[src/rtl/display_scan_scheduler.sv]
`default_nettype none
// ============================================================================
// Module   : display_scan_scheduler
// Purpose  : Frame-coherent two-requester arbiter and four-digit scan
//            sequencer for a multiplexed seven-segment display. Ownership
//            and the displayed value only change on frame boundaries.
// Revision : 1.0 - initial release
// ============================================================================
module display_scan_scheduler #(
  parameter int REFRESH_DIVIDE = 100000,
  parameter int BLANK_CYCLES   = 1000,
  parameter int DWELL_FRAMES   = 2
) (
  input  logic        clock,
  input  logic        reset_n,
  input  logic        req_a,
  input  logic [15:0] data_a,
  input  logic        req_b,
  input  logic [15:0] data_b,
  output logic        grant_a,
  output logic        grant_b,
  output logic [3:0]  anode,
  output logic [3:0]  digit,
  output logic        frame_done
);

  localparam int CW = (REFRESH_DIVIDE > 2) ? $clog2(REFRESH_DIVIDE) : 1;
  localparam int DW = (DWELL_FRAMES > 1) ? $clog2(DWELL_FRAMES + 1) : 1;

  localparam logic [CW-1:0] c_CNT_MAX  = CW'(REFRESH_DIVIDE - 1);
  localparam logic [CW-1:0] c_BLANK    = CW'(BLANK_CYCLES);
  localparam logic [DW-1:0] c_DWELL_MX = DW'(DWELL_FRAMES);
  localparam logic [DW-1:0] c_DWELL_M1 = DW'(DWELL_FRAMES - 1);

  typedef enum logic [1:0] {
    OWN_NONE = 2'd0,
    OWN_A    = 2'd1,
    OWN_B    = 2'd2
  } owner_t;

  owner_t        r_owner, w_owner_nxt;
  logic [DW-1:0] r_dwell, w_dwell_nxt;
  logic [CW-1:0] r_cnt, w_cnt_nxt;
  logic [1:0]    r_slot, w_slot_nxt;
  logic [15:0]   r_frame_value, w_fv_nxt;
  logic          r_grant_a, r_grant_b, r_frame_done;
  logic [3:0]    r_anode, r_digit, w_anode_nxt, w_digit_nxt;
  logic          w_wrap, w_boundary, w_own_req, w_other_req;

  // Free-running slot counter and slot index; boundary is the last cycle of slot 3
  always_comb begin
    w_wrap     = (r_cnt == c_CNT_MAX);
    w_boundary = w_wrap && (r_slot == 2'd3);
    w_cnt_nxt  = w_wrap ? '0 : r_cnt + 1'b1;
    w_slot_nxt = w_wrap ? r_slot + 2'd1 : r_slot;
  end

  // Owner arbitration: B wins ties, dwell guards against early hand-over
  always_comb begin
    w_owner_nxt = r_owner;
    w_dwell_nxt = r_dwell;
    w_own_req   = (r_owner == OWN_A) ? req_a : req_b;
    w_other_req = (r_owner == OWN_A) ? req_b : req_a;
    if (w_boundary) begin
      case (r_owner)
        OWN_NONE: begin
          w_dwell_nxt = '0;
          if (req_b)      w_owner_nxt = OWN_B;
          else if (req_a) w_owner_nxt = OWN_A;
          else            w_owner_nxt = OWN_NONE;
        end
        default: begin
          if (!w_own_req) begin
            w_dwell_nxt = '0;
            if (w_other_req) w_owner_nxt = (r_owner == OWN_A) ? OWN_B : OWN_A;
            else             w_owner_nxt = OWN_NONE;
          end else if ((r_dwell < c_DWELL_M1) || !w_other_req) begin
            if (r_dwell != c_DWELL_MX) w_dwell_nxt = r_dwell + 1'b1;
          end else begin
            w_dwell_nxt = '0;
            w_owner_nxt = (r_owner == OWN_A) ? OWN_B : OWN_A;
          end
        end
      endcase
    end
  end

  // Next frame value and the anode/digit pattern for the upcoming cycle
  always_comb begin
    w_fv_nxt = r_frame_value;
    if (w_boundary) begin
      case (w_owner_nxt)
        OWN_A:   w_fv_nxt = data_a;
        OWN_B:   w_fv_nxt = data_b;
        default: w_fv_nxt = 16'h0000;
      endcase
    end
    w_anode_nxt = 4'b1111;
    if ((w_owner_nxt != OWN_NONE) && !(w_cnt_nxt < c_BLANK))
      w_anode_nxt = ~(4'b0001 << w_slot_nxt);
    case (w_slot_nxt)
      2'd0:    w_digit_nxt = w_fv_nxt[3:0];
      2'd1:    w_digit_nxt = w_fv_nxt[7:4];
      2'd2:    w_digit_nxt = w_fv_nxt[11:8];
      default: w_digit_nxt = w_fv_nxt[15:12];
    endcase
  end

  // State and registered outputs, cleared immediately on reset
  always_ff @(posedge clock or negedge reset_n) begin
    if (!reset_n) begin
      r_owner       <= OWN_NONE;
      r_dwell       <= '0;
      r_cnt         <= '0;
      r_slot        <= 2'd0;
      r_frame_value <= 16'h0000;
      r_grant_a     <= 1'b0;
      r_grant_b     <= 1'b0;
      r_frame_done  <= 1'b0;
      r_anode       <= 4'b1111;
      r_digit       <= 4'h0;
    end else begin
      r_owner       <= w_owner_nxt;
      r_dwell       <= w_dwell_nxt;
      r_cnt         <= w_cnt_nxt;
      r_slot        <= w_slot_nxt;
      r_frame_value <= w_fv_nxt;
      r_grant_a     <= (w_owner_nxt == OWN_A);
      r_grant_b     <= (w_owner_nxt == OWN_B);
      r_frame_done  <= w_boundary;
      r_anode       <= w_anode_nxt;
      r_digit       <= w_digit_nxt;
    end
  end

  assign grant_a    = r_grant_a;
  assign grant_b    = r_grant_b;
  assign anode      = r_anode;
  assign digit      = r_digit;
  assign frame_done = r_frame_done;

endmodule
`default_nettype wire

[config.mk]
export PLATFORM = sky130hd
export DESIGN_NAME = display_scan_scheduler
export DESIGN_NICKNAME = d
export VERILOG_FILES = /design/src/rtl/display_scan_scheduler.sv
export SDC_FILE = /design/constraint.sdc
export NUM_CORES = 1
export LEC_CHECK = 0
export ABC_AREA = 0
export BUFFER_PORTS_ARGS = -buffer_cell sky130_fd_sc_hd__buf_2
export CAP_MARGIN = 20
export CELL_PAD_IN_SITES_DETAIL_PLACEMENT = 1
export CELL_PAD_IN_SITES_GLOBAL_PLACEMENT = 1
export CORE_MARGIN = 10
export CORE_UTILIZATION = 43
export CTS_BUF_LIST = sky130_fd_sc_hd__clkbuf_4 sky130_fd_sc_hd__clkbuf_8 sky130_fd_sc_hd__clkbuf_16
export CTS_CLUSTER_SIZE = 40
export DETAILED_ROUTE_END_ITERATION = 8
export PLACE_DENSITY_LB_ADDON = 0.15
export SYNTH_ARGS = -nofsm -noshare
export SYNTH_HDL_FRONTEND = slang
export SYNTH_SLANG_ARGS = --single-unit
[constraint.sdc]
create_clock -name clock -period 2.76 [get_ports clock]
set_input_delay 0.138 -clock clock [delete_from_list [all_inputs] [get_ports clock]]
set_output_delay 0.138 -clock clock [all_outputs]
set_load 0.1 [all_outputs]
Yosys cells after proc, flatten, opt, wreduce, memory -nomap -nowiden
Cells that the tools add are included.
{"block": "word_totals", "reg_bits": 50, "out_inout_bits": 11, "wordCells": 55}
{"block": "op_classes", "shifts": 1, "n_mux": 20, "n_lt_le_gt_ge": 2, "n_addsub": 3, "eq_ne": 9, "n_reduce_logical": 9, "bitwise": 1}
{"operator": "$pmux 16 s2", "count": 1}
{"operator": "$mux 2", "count": 12}
{"operator": "$add 17x1->17 const B", "count": 1}
{"operator": "$eq 17x17->1 const B", "count": 1}
{"operator": "$lt 17x10->1 const B", "count": 1}
{"operator": "$mux 17", "count": 1}
{"operator": "$mux 16", "count": 1}
{"operator": "$pmux 4 s3", "count": 1}
{"operator": "$eq 2x1->1 const B", "count": 3}
{"operator": "$eq 2x2->1 const B", "count": 3}
{"operator": "$add 2x1->2 const B", "count": 2}
{"operator": "$logic_not 2->1", "count": 2}
{"operator": "$mux 4", "count": 1}
{"operator": "$ne 4x2->1 const B", "count": 1}
{"operator": "$not 4->4", "count": 1}
{"operator": "$shl 1x2->4 const A", "count": 1}
{"operator": "$mux 1", "count": 3}
{"operator": "$logic_and 1x1->1", "count": 2}
{"operator": "$logic_not 1->1", "count": 2}
{"operator": "$lt 2x1->1 const B", "count": 1}
{"operator": "$ne 2x2->1 const B", "count": 1}
{"operator": "$reduce_and 2->1", "count": 1}
{"operator": "$reduce_bool 2->1", "count": 1}
{"operator": "$logic_or 1x1->1", "count": 1}

Depth between registers and ports, before layout
Gate-level depths: netlist of run 1.
{"block": "depth", "depth_word": 12, "depth_mapped": 11, "depth_no_buf": 10}

Least setup slack after synthesis of run 1
Ideal clock, no wire load.
{"block": "synth_timing", "kind": "register to register", "from": "register r_cnt[0]", "to": "register r_digit[3] (netlist: digit[3])", "path_slack_ns": 0.423, "path_buffers": 1, "t_arrival_ns": 2.211, "required_time_ns": 2.634, "path_stages_with_launch": 11, "setup_time_ns": 0.126, "path_cell_list": "dfrtp_1 -> ha_1 -> and4_1 -> and4_4 -> buf_6 -> nand2_4 -> o32ai_2 -> a221oi_2 -> nor2_1 -> a22o_1 -> a221o_1"}
{"block": "synth_between", "elab_chain_cells": 7}
{"item": "from (decl)", "line_no": "43", "text": "logic [CW-1:0] r_cnt, w_cnt_nxt;"}
{"item": "from (signal assigned)", "line_no": "125", "text": "r_cnt <= w_cnt_nxt;"}
{"item": "$eq 17x17->1 (*)", "line_no": "52", "text": "w_wrap = (r_cnt == c_CNT_MAX);"}
{"item": "$logic_and 1x1->1 (*)", "line_no": "53", "text": "w_boundary = w_wrap && (r_slot == 2'd3);"}
{"item": "$mux 2", "line_no": "64", "text": "if (w_boundary) begin"}
{"item": "$eq 2x2->1 or $eq 2x1->1 (tied branches)", "line_no": "92", "text": "case (w_owner_nxt)"}
{"item": "$pmux 16 s2", "line_no": "92"}
{"item": "$mux 16 (*)", "line_no": "91", "text": "if (w_boundary) begin"}
{"item": "named net w_fv_nxt[7]", "line_no": "45", "text": "logic [15:0] r_frame_value, w_fv_nxt;"}
{"item": "$pmux 4 s3 (*)", "line_no": "101", "text": "case (w_slot_nxt)"}
{"item": "named net w_digit_nxt[3]", "line_no": "47", "text": "logic [3:0] r_anode, r_digit, w_anode_nxt, w_digit_nxt;"}
{"item": "to (signal assigned)", "line_no": "132", "text": "r_digit <= w_digit_nxt;"}
{"item": "to (decl)", "line_no": "47"}
The timed path passes the listed nets; every way through them passes the cells marked *.
A chain may end at the register's enable or synchronous reset.

Worst setup path in the final report of run 1
{"block": "layout_timing", "from": "register r_cnt[0]", "to": "register r_digit[0] (netlist: digit[0])"}
Same word-level chain as after synthesis.

==> run_results.csv, run 1 <==
group,metric,value,unit
status,status,"finished clean",
clock_tree,cts_setup_buffers,0,
clock_tree,cts-buffers-inserted,5,
sta,finalSetupViolations,0,
synthesis,ys_types,49,
worst_setup_path,cp_max_fo,13,
worst_setup_path,endpoint_kind,"register",
floorplanning,core,5610,um^2
detailed_routing,wl_met2,3210,um
synthesis,ys_warn_count,0,
floorplanning,dieArea,9320,um^2
placed_design,place.gp.congestion,0.836,
synthesis,synth-seq-area-share,0.499,
floorplanning,ioPinCount,47,
floorplanning,start_util,0.449,
finish,nNetsFinal,342,
grt,grt_pass1_vias,2194,
sta,final.period_utilization,0.932,
power,pwr_density_cell,449,nW/um^2
worst_setup_path,crit_type,"register to register",
synthesis,synth-edff-count,0,
worst_setup_path,worstPathCellList,"ha_1 > and4_2 > and4_4 > a21oi_2 > nor4_4 > buf_4 > a221oi_1 > nor2_1 > a22oi_1 > nand2_1",
sta,maxSlewViolCount,0,
synthesis,synthCells,245,
detailed_routing,wl,6940,um
clock_tree,cts-root-buf,"clkbuf_8",
floorplanning,std_cell_rows,27,
finish,drive_gt1_frac,0.277,
synthesis,async_flop_share,1.00,
placed_design,place.detailed.hpwl,5230,um
grt,antenna_found_initial,0,
detailed_routing,met1_length,3250,um
clock_tree,cts_buffer_depth,2,
grt,grt_pass1_wl,11300,um
finish,final_core_util,0.533,
worst_setup_path,cpMaxStageDelayCell,"dfrtp_1",
detailed_routing,vias_per_cell,5.53,
placed_design,io_buffers,46,
sta,slew_headroom,0.636,
synthesis,synth_fp_nets,285,
worst_setup_path,cp-start-kind,"register",
detailed_routing,drt_drc_violations_left,0,
worst_setup_path,r2r_start,"r_cnt[0]$_DFF_PN0_",
worst_setup_path,cp.required,3.01,ns
grt,grt_start_max_net_pins,25,
clock_tree,cts_max_level,2,
synthesis,synth_top_area_share,0.457,
detailed_routing,met3_length,390,um
clock_tree,clock_latency,0.31,ns
floorplanning,die_h,96.5,um
sta,clock_skew,0.00790,ns
placed_design,place_area,2870,um^2
synthesis,yosysTopAreaCell,"dfrtp_1",
detailed_routing,routedWlPerCell,18.5,um
grt,grt_overflow,0,
finish,design_area,2990,um^2
sta,grt_setup_unrepaired,"false",
sta,timing.fmax,389,MHz
synthesis,syn_area,2520,um^2
sta,fin_hold_ws,0.131,ns
clock_tree,cts_tree,"yes",
worst_setup_path,crit_arrival,2.82,ns
synthesis,avgSynthCellArea,10.3,um^2
detailed_routing,dr.pass1.iters,4,
power,power_leakage,0.00138,uW
worst_setup_path,cpPeakStageDelay,0.40,ns
worst_setup_path,critPathLaunch,"r_cnt[0]$_DFF_PN0_",
job,drv_cap,0,
finish,layout.cells.non_filler,375,
synthesis,synth.most_common_cell,"nor2_1",
min_path,hold_class,"input pin to register",
power,ir_drop,218,uV
detailed_routing,first_iter_violations,84,
sta,fin_crit,2.57,ns
clock_tree,clkSinkCount,50,
placed_design,dp.cells,366,
synthesis,synth-seq-cells,50,
sta,tns,0,ns
detailed_routing,highest_layer,"met4",
min_path,hp-start,"data_a[7]",
sta,worst_pin_slew,0.545,ns
synthesis,synthTopCellsByArea,"dfrtp_1, nor2_1, a221oi_1, dfstp_2, xnor2_1",
detailed_routing,vias,2075,
grt,track_usage,0.156,
finish,diodes,0,
clock_tree,clk_pin_slew_worst_paths,0.09,ns
sta,finalHoldViolations,0,
synthesis,synth_commonest_cells,"nor2_1, dfrtp_1, nand2_1, a221oi_1, inv_1",
detailed_routing,ant_nets,0,
floorplanning,die_x,96.5,um
synthesis,synthFlopType,"dfrtp_1",
finish,area_delta_synth_final,18.8,%
-- flip-flops by register name, summed over array words and instances, names as in the netlist --
name and flops:
frame_done 1, grant_b 1, r_dwell 2, r_cnt 17
r_frame_value 16, grant_a 1, r_owner 2, r_slot 2
anode 4, digit 4
-- power by group --
| group | internal, uW | switching [uW] |
|---|---|---|
| sequential | 753 | 5.56 |
| clock | 225 | 241 |
| combinational | 37.9 | 80.8 |
-- through the flow --
step,power (uW),setup slack (ns)
5_1_grt,1400,0.00814
3_3_place_gp,889,0.208
6_report,1340,0.189
3_5_place_dp,892,0.0787
4_1_cts,1360,0.0773
2_1_floorplan,834,0.423
-- layout by cell type, fill, tap and decap left out, types with 3 or more instances in the layout --
master and n:
a21oi_1 3, a221oi_1 15, a22oi_1 7, and2_1 3
and3_1 3, buf_2 46, buf_4 13, clkbuf_8 6
dfrtp_1 46, dfstp_2 4, ha_1 4, inv_1 11
nand2_1 17, nand3_1 7, nand4_1 3, nor2_1 47
nor2b_1 3, o21ai_0 8, xnor2_1 9, xor2_1 6
-- logic make-up after synthesis --
kind of cell,Yosys count,share of synthesized area
xor gates and xnor gates,15,0.0522
adders and majority gates,4,0.0199
and+or+nand+nor,106,0.230
buffers and inverters,21,0.0447
AOI/OAI and AO/OA,48,0.151
DFF,50,0.499
muxes,1,0.00397
-- worst max-delay path: cells and delay by family (launching register included) --
family | cells | cell delay, ns
AND/OR/NAND/NOR | 5 | 1.31
AO/OA/AOI/OAI | 3 | 0.35
buffers and inverters | 1 | 0.24
adder cells (fa/ha/maj) | 1 | 0.22
flip-flops | 1 | 0.40
-- metal layers --
metal / vias to the layer above / GRT usage
met5: - / 0
met4: 0 / 0.0508
met3: 5 / 0.0447
met2: 41 / 0.227
met1: 1033 / 0.217
li1: 996 / -
-- layout make-up --
| cell class | count | area [um^2] |
|---|---|---|
| Tap cell | 72 | 90.1 |
| Sequential cell | 50 | 1260 |
| Inverter | 11 | 41.3 |
| Fill cell | 664 | 2620 |
| Clock buffer | 8 | 97.6 |
| Multi-Input combinational cell | 174 | 1170 |
| Timing Repair Buffer | 60 | 338 |
-- path summary, 6_finish.rpt --
path                                                   end  slack [ns]  depth (start not counted)
worst max-delay path                    digit[0]$_DFF_PN0_        0.19                         10
worst min-delay path            r_frame_value[7]$_DFF_PN0_        0.13                          3
worst max register to register          digit[0]$_DFF_PN0_        0.19                         10
worst min register to register      r_dwell[0]$_DFFE_PN0P_        0.49                          1
max in group asynchronous               digit[0]$_DFF_PN0_        1.78                          3
min in group asynchronous           r_dwell[1]$_DFFE_PN0P_        0.34                          2
-- repair_timing --
item / CTS / global route
resized for setup: 0 / 5
endpoints found under the hold margin: 22 / 0
hold buffers: 1 / 0
endpoints found under the setup margin: 0 / 5
No activity file was read; power rests on OpenSTA's default activity.
==> run 2, diff against run 1 <==
- CORE_MARGIN: 10 -> 5
- clock period: 2.76 -> 2.65 ns (I/O delays scaled with it)
==> run_results.csv, run 2 (synthesized netlist as in run 1, its figures left out) <==
group,metric,value,unit
grt,track_usage,0.180,
worst_setup_path,endpoint_kind,"register",
clock_tree,cts_buffer_depth,2,
power,total_power,1390,uW
detailed_routing,vias,2057,
finish,drive_gt1_frac,0.281,
finish,regMostFlops,"r_cnt",
floorplanning,dieArea,7490,um^2
sta,setup_ws,0.162,ns
detailed_routing,first_iter_violations,82,
placed_design,place_worst_setup_slack,-0.0233,ns
power,pwr_density_cell,460,nW/um^2
power,p_sw,334,uW
worst_setup_path,cp-start-kind,"register",
finish,nNetsFinal,342,
clock_tree,clkSinkCount,50,
sta,finalHoldViolations,0,
power,combPwrFrac,0.089,
detailed_routing,ant_nets,0,
min_path,hold_class,"input pin to register",
detailed_routing,vias_per_cell,5.49,
power,ir_drop,266,uV
sta,slew_headroom,0.579,
sta,finalSetupViolations,0,
clock_tree,clock_latency,0.30,ns
finish,largestRegisters,"r_cnt (17), r_frame_value (16)",
placed_design,place.gp.congestion,0.849,
clock_tree,cts_tree,"yes",
sta,clock_skew,0.00973,ns
detailed_routing,dr.pass1.iters,4,
status,status,"finished clean",
floorplanning,std_cell_rows,27,
power,cellInternalPower,1060,uW
worst_setup_path,crit_type,"register to register",
clock_tree,cts-buffers-inserted,5,
grt,grt_overflow,0,
worst_setup_path,cp.required,2.89,ns
job,drv_cap,0,
worst_setup_path,crit_arrival,2.72,ns
finish,largest_reg_flops,17,
grt,antenna_found_initial,0,
detailed_routing,drt_drc_violations_left,0,
worst_setup_path,cp_max_fo,5,
power,power_leakage,0.00139,uW
placed_design,io_buffers,46,
grt,grt_pass1_wl,10700,um
finish,final_cell_mix,"nor2_1, dfrtp_1, buf_2",
detailed_routing,routedWlPerCell,17.2,um
floorplanning,ioPinCount,47,
sta,final.period_utilization,0.939,
clock_tree,cts-root-buf,"clkbuf_8",
sta,fin_crit,2.49,ns
floorplanning,core,5610,um^2
detailed_routing,wl,6450,um
sta,timing.fmax,402,MHz
floorplanning,die_x,86.5,um
grt,grt_start_max_net_pins,51,
floorplanning,die_h,86.5,um
finish,fillCellCount,672,
power,seqPwrFrac,0.568,
sta,tns,0,ns
clock_tree,cts_max_level,2,
placed_design,place.detailed.hpwl,4680,um
sta,worst_pin_slew,0.631,ns
floorplanning,start_util,0.449,
sta,maxSlewViolCount,0,
power,clkPwrFrac,0.343,
finish,diodes,0,
grt,grt_pass1_vias,2163,
clock_tree,clk_pin_slew_worst_paths,0.09,ns
power,swShare,0.240,
finish,area_delta_synth_final,20.2,%
run 2: worst max-delay path: stages, from the launching register on:
cell and delay (ns):
dfrtp_1 0.40, ha_1 0.22, and4_4 0.28, inv_1 0.08, nor3_1 0.32, mux2i_2 0.40, inv_1 0.14, nor2_1 0.28
a22o_1 0.20, a221o_1 0.11
run 2: area by class of cell:
cell class,count,area [um^2],share of cell area
Clock buffer,8,97.6,0.0322
Inverter,11,41.3,0.0136
Multi-Input combinational cell,174,1190,0.394
Timing Repair Buffer,60,350,0.116
Tap cell,72,90.1,0.0298
Sequential cell,50,1260,0.415
run 2: metal layers:
layer | share of wire | track usage
met3 | 0.039 | 0.0314
met5 | 0 | 0
met4 | 0.0091 | 0.0382
met2 | 0.47 | 0.282
met1 | 0.48 | 0.260
run 2: timing repair:
action                                  4_1_cts  5_1_grt
hold buffers                                  1        0
resized for setup                             1        9
buffers inserted                              0        0
endpoints found under the setup margin        1        7
hold endpoints to repair                     46        0
pin swaps                                     0        1
run 2: worst paths after layout:
kind / start / to / slack [ns] / cells after the start
setup / recovery: r_cnt[0]$_DFF_PN0_ / digit[3]$_DFF_PN0_ / 0.16 / 9
hold / removal: data_b[12] / r_frame_value[12]$_DFF_PN0_ / 0.14 / 3
setup reg to reg: r_cnt[0]$_DFF_PN0_ / digit[3]$_DFF_PN0_ / 0.16 / 9
hold reg to reg: r_cnt[0]$_DFF_PN0_ / r_cnt[0]$_DFF_PN0_ / 0.49 / 1
max in group asynchronous: reset_n / r_frame_value[11]$_DFF_PN0_ / 1.76 / 3
min in group asynchronous: reset_n / r_cnt[3]$_DFF_PN0_ / 0.47 / 3
run 2: stage by stage:
stage,cell area (um^2),hold WS [ns],instances,utilization
4_1_cts,2990,0.132,375,0.533
6_report,3030,0.138,375,0.540
5_1_grt,3030,0.127,375,0.540
3_3_place_gp,2880,0.283,366,0.513
2_1_floorplan,2520,-0.163,245,-
3_5_place_dp,2880,0.285,366,0.513
run 2: power groups by stage:
| stage | Combinational [uW] | Sequential [uW] | Clock, uW |
|---|---|---|---|
| global placement | 119 | 805 | 0 |
| global route | 136 | 793 | 522 |
| CTS | 124 | 791 | 492 |
| floorplan | 31.0 | 838 | 0 |
| finish | 123 | 791 | 477 |
| detailed placement | 123 | 806 | 0 |
==> run 3, diff against run 2 <==
--- a/config.mk
+++ b/config.mk
@@ -7,5 +7,5 @@
 export LEC_CHECK = 0
 export ABC_AREA = 0
-export BUFFER_PORTS_ARGS = -buffer_cell sky130_fd_sc_hd__buf_2
+export BUFFER_PORTS_ARGS = -buffer_cell sky130_fd_sc_hd__buf_4
 export CAP_MARGIN = 20
 export CELL_PAD_IN_SITES_DETAIL_PLACEMENT = 1
==> constraint.sdc (replaced) <==
create_clock -name clock -period 2.65 [get_ports clock]
set_input_delay 0.265 -clock clock [delete_from_list [all_inputs] [get_ports clock]]
set_output_delay 0.265 -clock clock [all_outputs]
set_load 0.1 [all_outputs]
==> run_results.csv, run 3 (synthesized netlist as in run 1, its figures left out) <==
group,metric,value,unit
status,status,"complete, but fails checks",
status,violations,"negative hold slack",
detailed_routing,dr.pass1.iters,4,
finish,nNetsFinal,348,
power,combPwrFrac,0.101,
power,cellInternalPower,1060,uW
sta,maxSlewViolCount,0,
grt,grt_pass1_vias,2325,
placed_design,place.gp.congestion,0.854,
sta,slew_headroom,0.576,
worst_setup_path,crit_type,"register to register",
worst_setup_path,cp_common_cell,"and4_4",
clock_tree,cts-buffers-inserted,5,
sta,fin_hold_ws,-0.0229,ns
detailed_routing,routedWlPerCell,17.7,um
sta,fin_crit,2.55,ns
grt,met1_usage,0.260,
floorplanning,die_h,86.5,um
detailed_routing,vias,2127,
floorplanning,core,5610,um^2
clock_tree,cts-root-buf,"clkbuf_8",
clock_tree,clk_pin_slew_worst_paths,0.09,ns
floorplanning,start_util,0.449,
grt,grt_util_met3,0.0323,
clock_tree,clock_latency,0.29,ns
placed_design,io_buffers,46,
worst_setup_path,worstPathCellList,"ha_2 > and4_4 > and4_4 > a21oi_2 > nor4_4 > buf_4 > a221oi_1 > nor2_1 > a22oi_1 > nand2_1",
grt,grt_busiest_layer,"met2",
grt,track_usage,0.188,
detailed_routing,first_iter_violations,127,
finish,largest_reg_flops,17,
floorplanning,dieArea,7490,um^2
finish,regMostFlops,"r_cnt",
detailed_routing,drt_drc_violations_left,0,
power,pwr_density_cell,435,nW/um^2
finish,area_delta_synth_final,26.1,%
clock_tree,clkSinkCount,50,
clock_tree,hold_buffers,0,
grt,antenna_found_initial,0,
finish,final_common_cell,"buf_4",
finish,fillCellCount,650,
detailed_routing,vias_per_cell,5.58,
power,seqPwrFrac,0.573,
sta,finalSetupViolations,0,
worst_setup_path,crit_arrival,2.78,ns
finish,register_area,1260,um^2
placed_design,place.detailed.hpwl,4880,um
finish,diodes,0,
sta,worst_pin_slew,0.631,ns
placed_design,place_worst_setup_slack,-0.0742,ns
sta,final.period_utilization,0.961,
finish,final_cell_mix,"buf_4, dfrtp_1, nor2_1",
worst_setup_path,cp.required,2.88,ns
grt,grt_overflow,0,
floorplanning,die_x,86.5,um
clock_tree,cts_buffer_depth,2,
sta,timing.fmax,393,MHz
finish,multi_input_area,1200,um^2
clock_tree,cts_tree,"yes",
worst_setup_path,cpPeakStageDelay,0.53,ns
floorplanning,std_cell_rows,27,
worst_setup_path,cp-start-kind,"register",
finish,largestRegisters,"r_cnt (17), r_frame_value (16)",
worst_setup_path,cp_max_fo,7,
grt,gr-usage-met2,0.309,
power,clkPwrFrac,0.327,
power,p_sw,324,uW
detailed_routing,ant_nets,0,
clock_tree,cts_max_level,2,
worst_setup_path,endpoint_kind,"register",
floorplanning,ioPinCount,47,
power,ir_drop,339,uV
sta,tns,0,ns
power,power_leakage,0.00146,uW
min_path,hold_class,"input pin to asynchronous set/reset pin",
detailed_routing,wl,6760,um
sta,setup_ws,0.103,ns
sta,clock_skew,0.00926,ns
finish,drive_gt1_frac,0.314,
power,swShare,0.235,
grt,grt_start_max_net_pins,51,
job,drv_cap,0,
grt,grt_pass1_wl,11200,um
worst_setup_path,cpMaxStageDelayCell,"nor4_4",
sta,finalHoldViolations,12,
-- run 3: changes by cell type in the layout (fill, tap and decap cells not counted), moves of 2 or more --
cell     previous run  this run
buf_4              12        65
buf_2              46         0
nor2_1             46        44
nor2_2              1         3
o21ai_1             2         0
-- run 3: metal layers --
layer,part of all wire,wire [um]
met2,0.48,3250
met5,0,0
met3,0.037,253
met4,0.013,90
met1,0.47,3160
-- run 3: repair_timing --
item,in CTS,in global routing
resized for setup,3,11
pin swaps,1,4
endpoints found under the setup margin,3,7
setup buffers,0,3
-- run 3: final cells by class --
| class | count | area share |
|---|---|---|
| well taps | 72 | 0.0284 |
| flip-flops and latches | 50 | 0.395 |
| repair buffers | 66 | 0.157 |
| clock buffers | 8 | 0.0288 |
| inverters | 11 | 0.0130 |
| multi-input cells | 174 | 0.377 |
-- run 3: metrics by stage --
stage	instances	area, um^2	power (uW)	hold slack, ns	util
6_report	381	3180	1380	-0.0229	0.566
5_1_grt	381	3180	1450	0.0308	0.566
4_1_cts	378	3110	1400	0.0125	0.555
3_5_place_dp	370	3010	944	0.338	0.537
3_3_place_gp	370	3010	942	0.336	0.537
2_1_floorplan	245	2520	869	-0.0306	-
-- run 3: worst max-delay path: cells and delay by family (launching register included) --
kind | cells | cell delay (ns)
DFF | 1 | 0.40
and+or+nand+nor | 5 | 1.32
AOI/OAI and AO/OA | 3 | 0.29
buffers and inverters | 1 | 0.25
adders and majority gates | 1 | 0.22
-- run 3: final timing paths --
| check | end | from | depth (start not counted) | slack [ns] |
|---|---|---|---|---|
| max | digit[2]$_DFF_PN0_ | r_cnt[0]$_DFF_PN0_ | 10 | 0.10 |
| min | r_cnt[3]$_DFF_PN0_ | reset_n | 1 | -0.02 |
| max reg2reg | digit[2]$_DFF_PN0_ | r_cnt[0]$_DFF_PN0_ | 10 | 0.10 |
| min reg2reg | r_cnt[0]$_DFF_PN0_ | r_cnt[0]$_DFF_PN0_ | 1 | 0.50 |
| max in group asynchronous | r_cnt[11]$_DFF_PN0_ | reset_n | 1 | 2.23 |
| min in group clock | r_owner[1]$_DFF_PN0_ | req_a | 2 | 0.24 |
-- run 3: power by group through the flow --
stage	sequential [uW]	combinational, uW	clock (uW)
3_5_place_dp	806	138	0
3_3_place_gp	806	136	0
4_1_cts	792	139	465
6_report	792	139	451
5_1_grt	794	151	506
2_1_floorplan	838	31.0	0
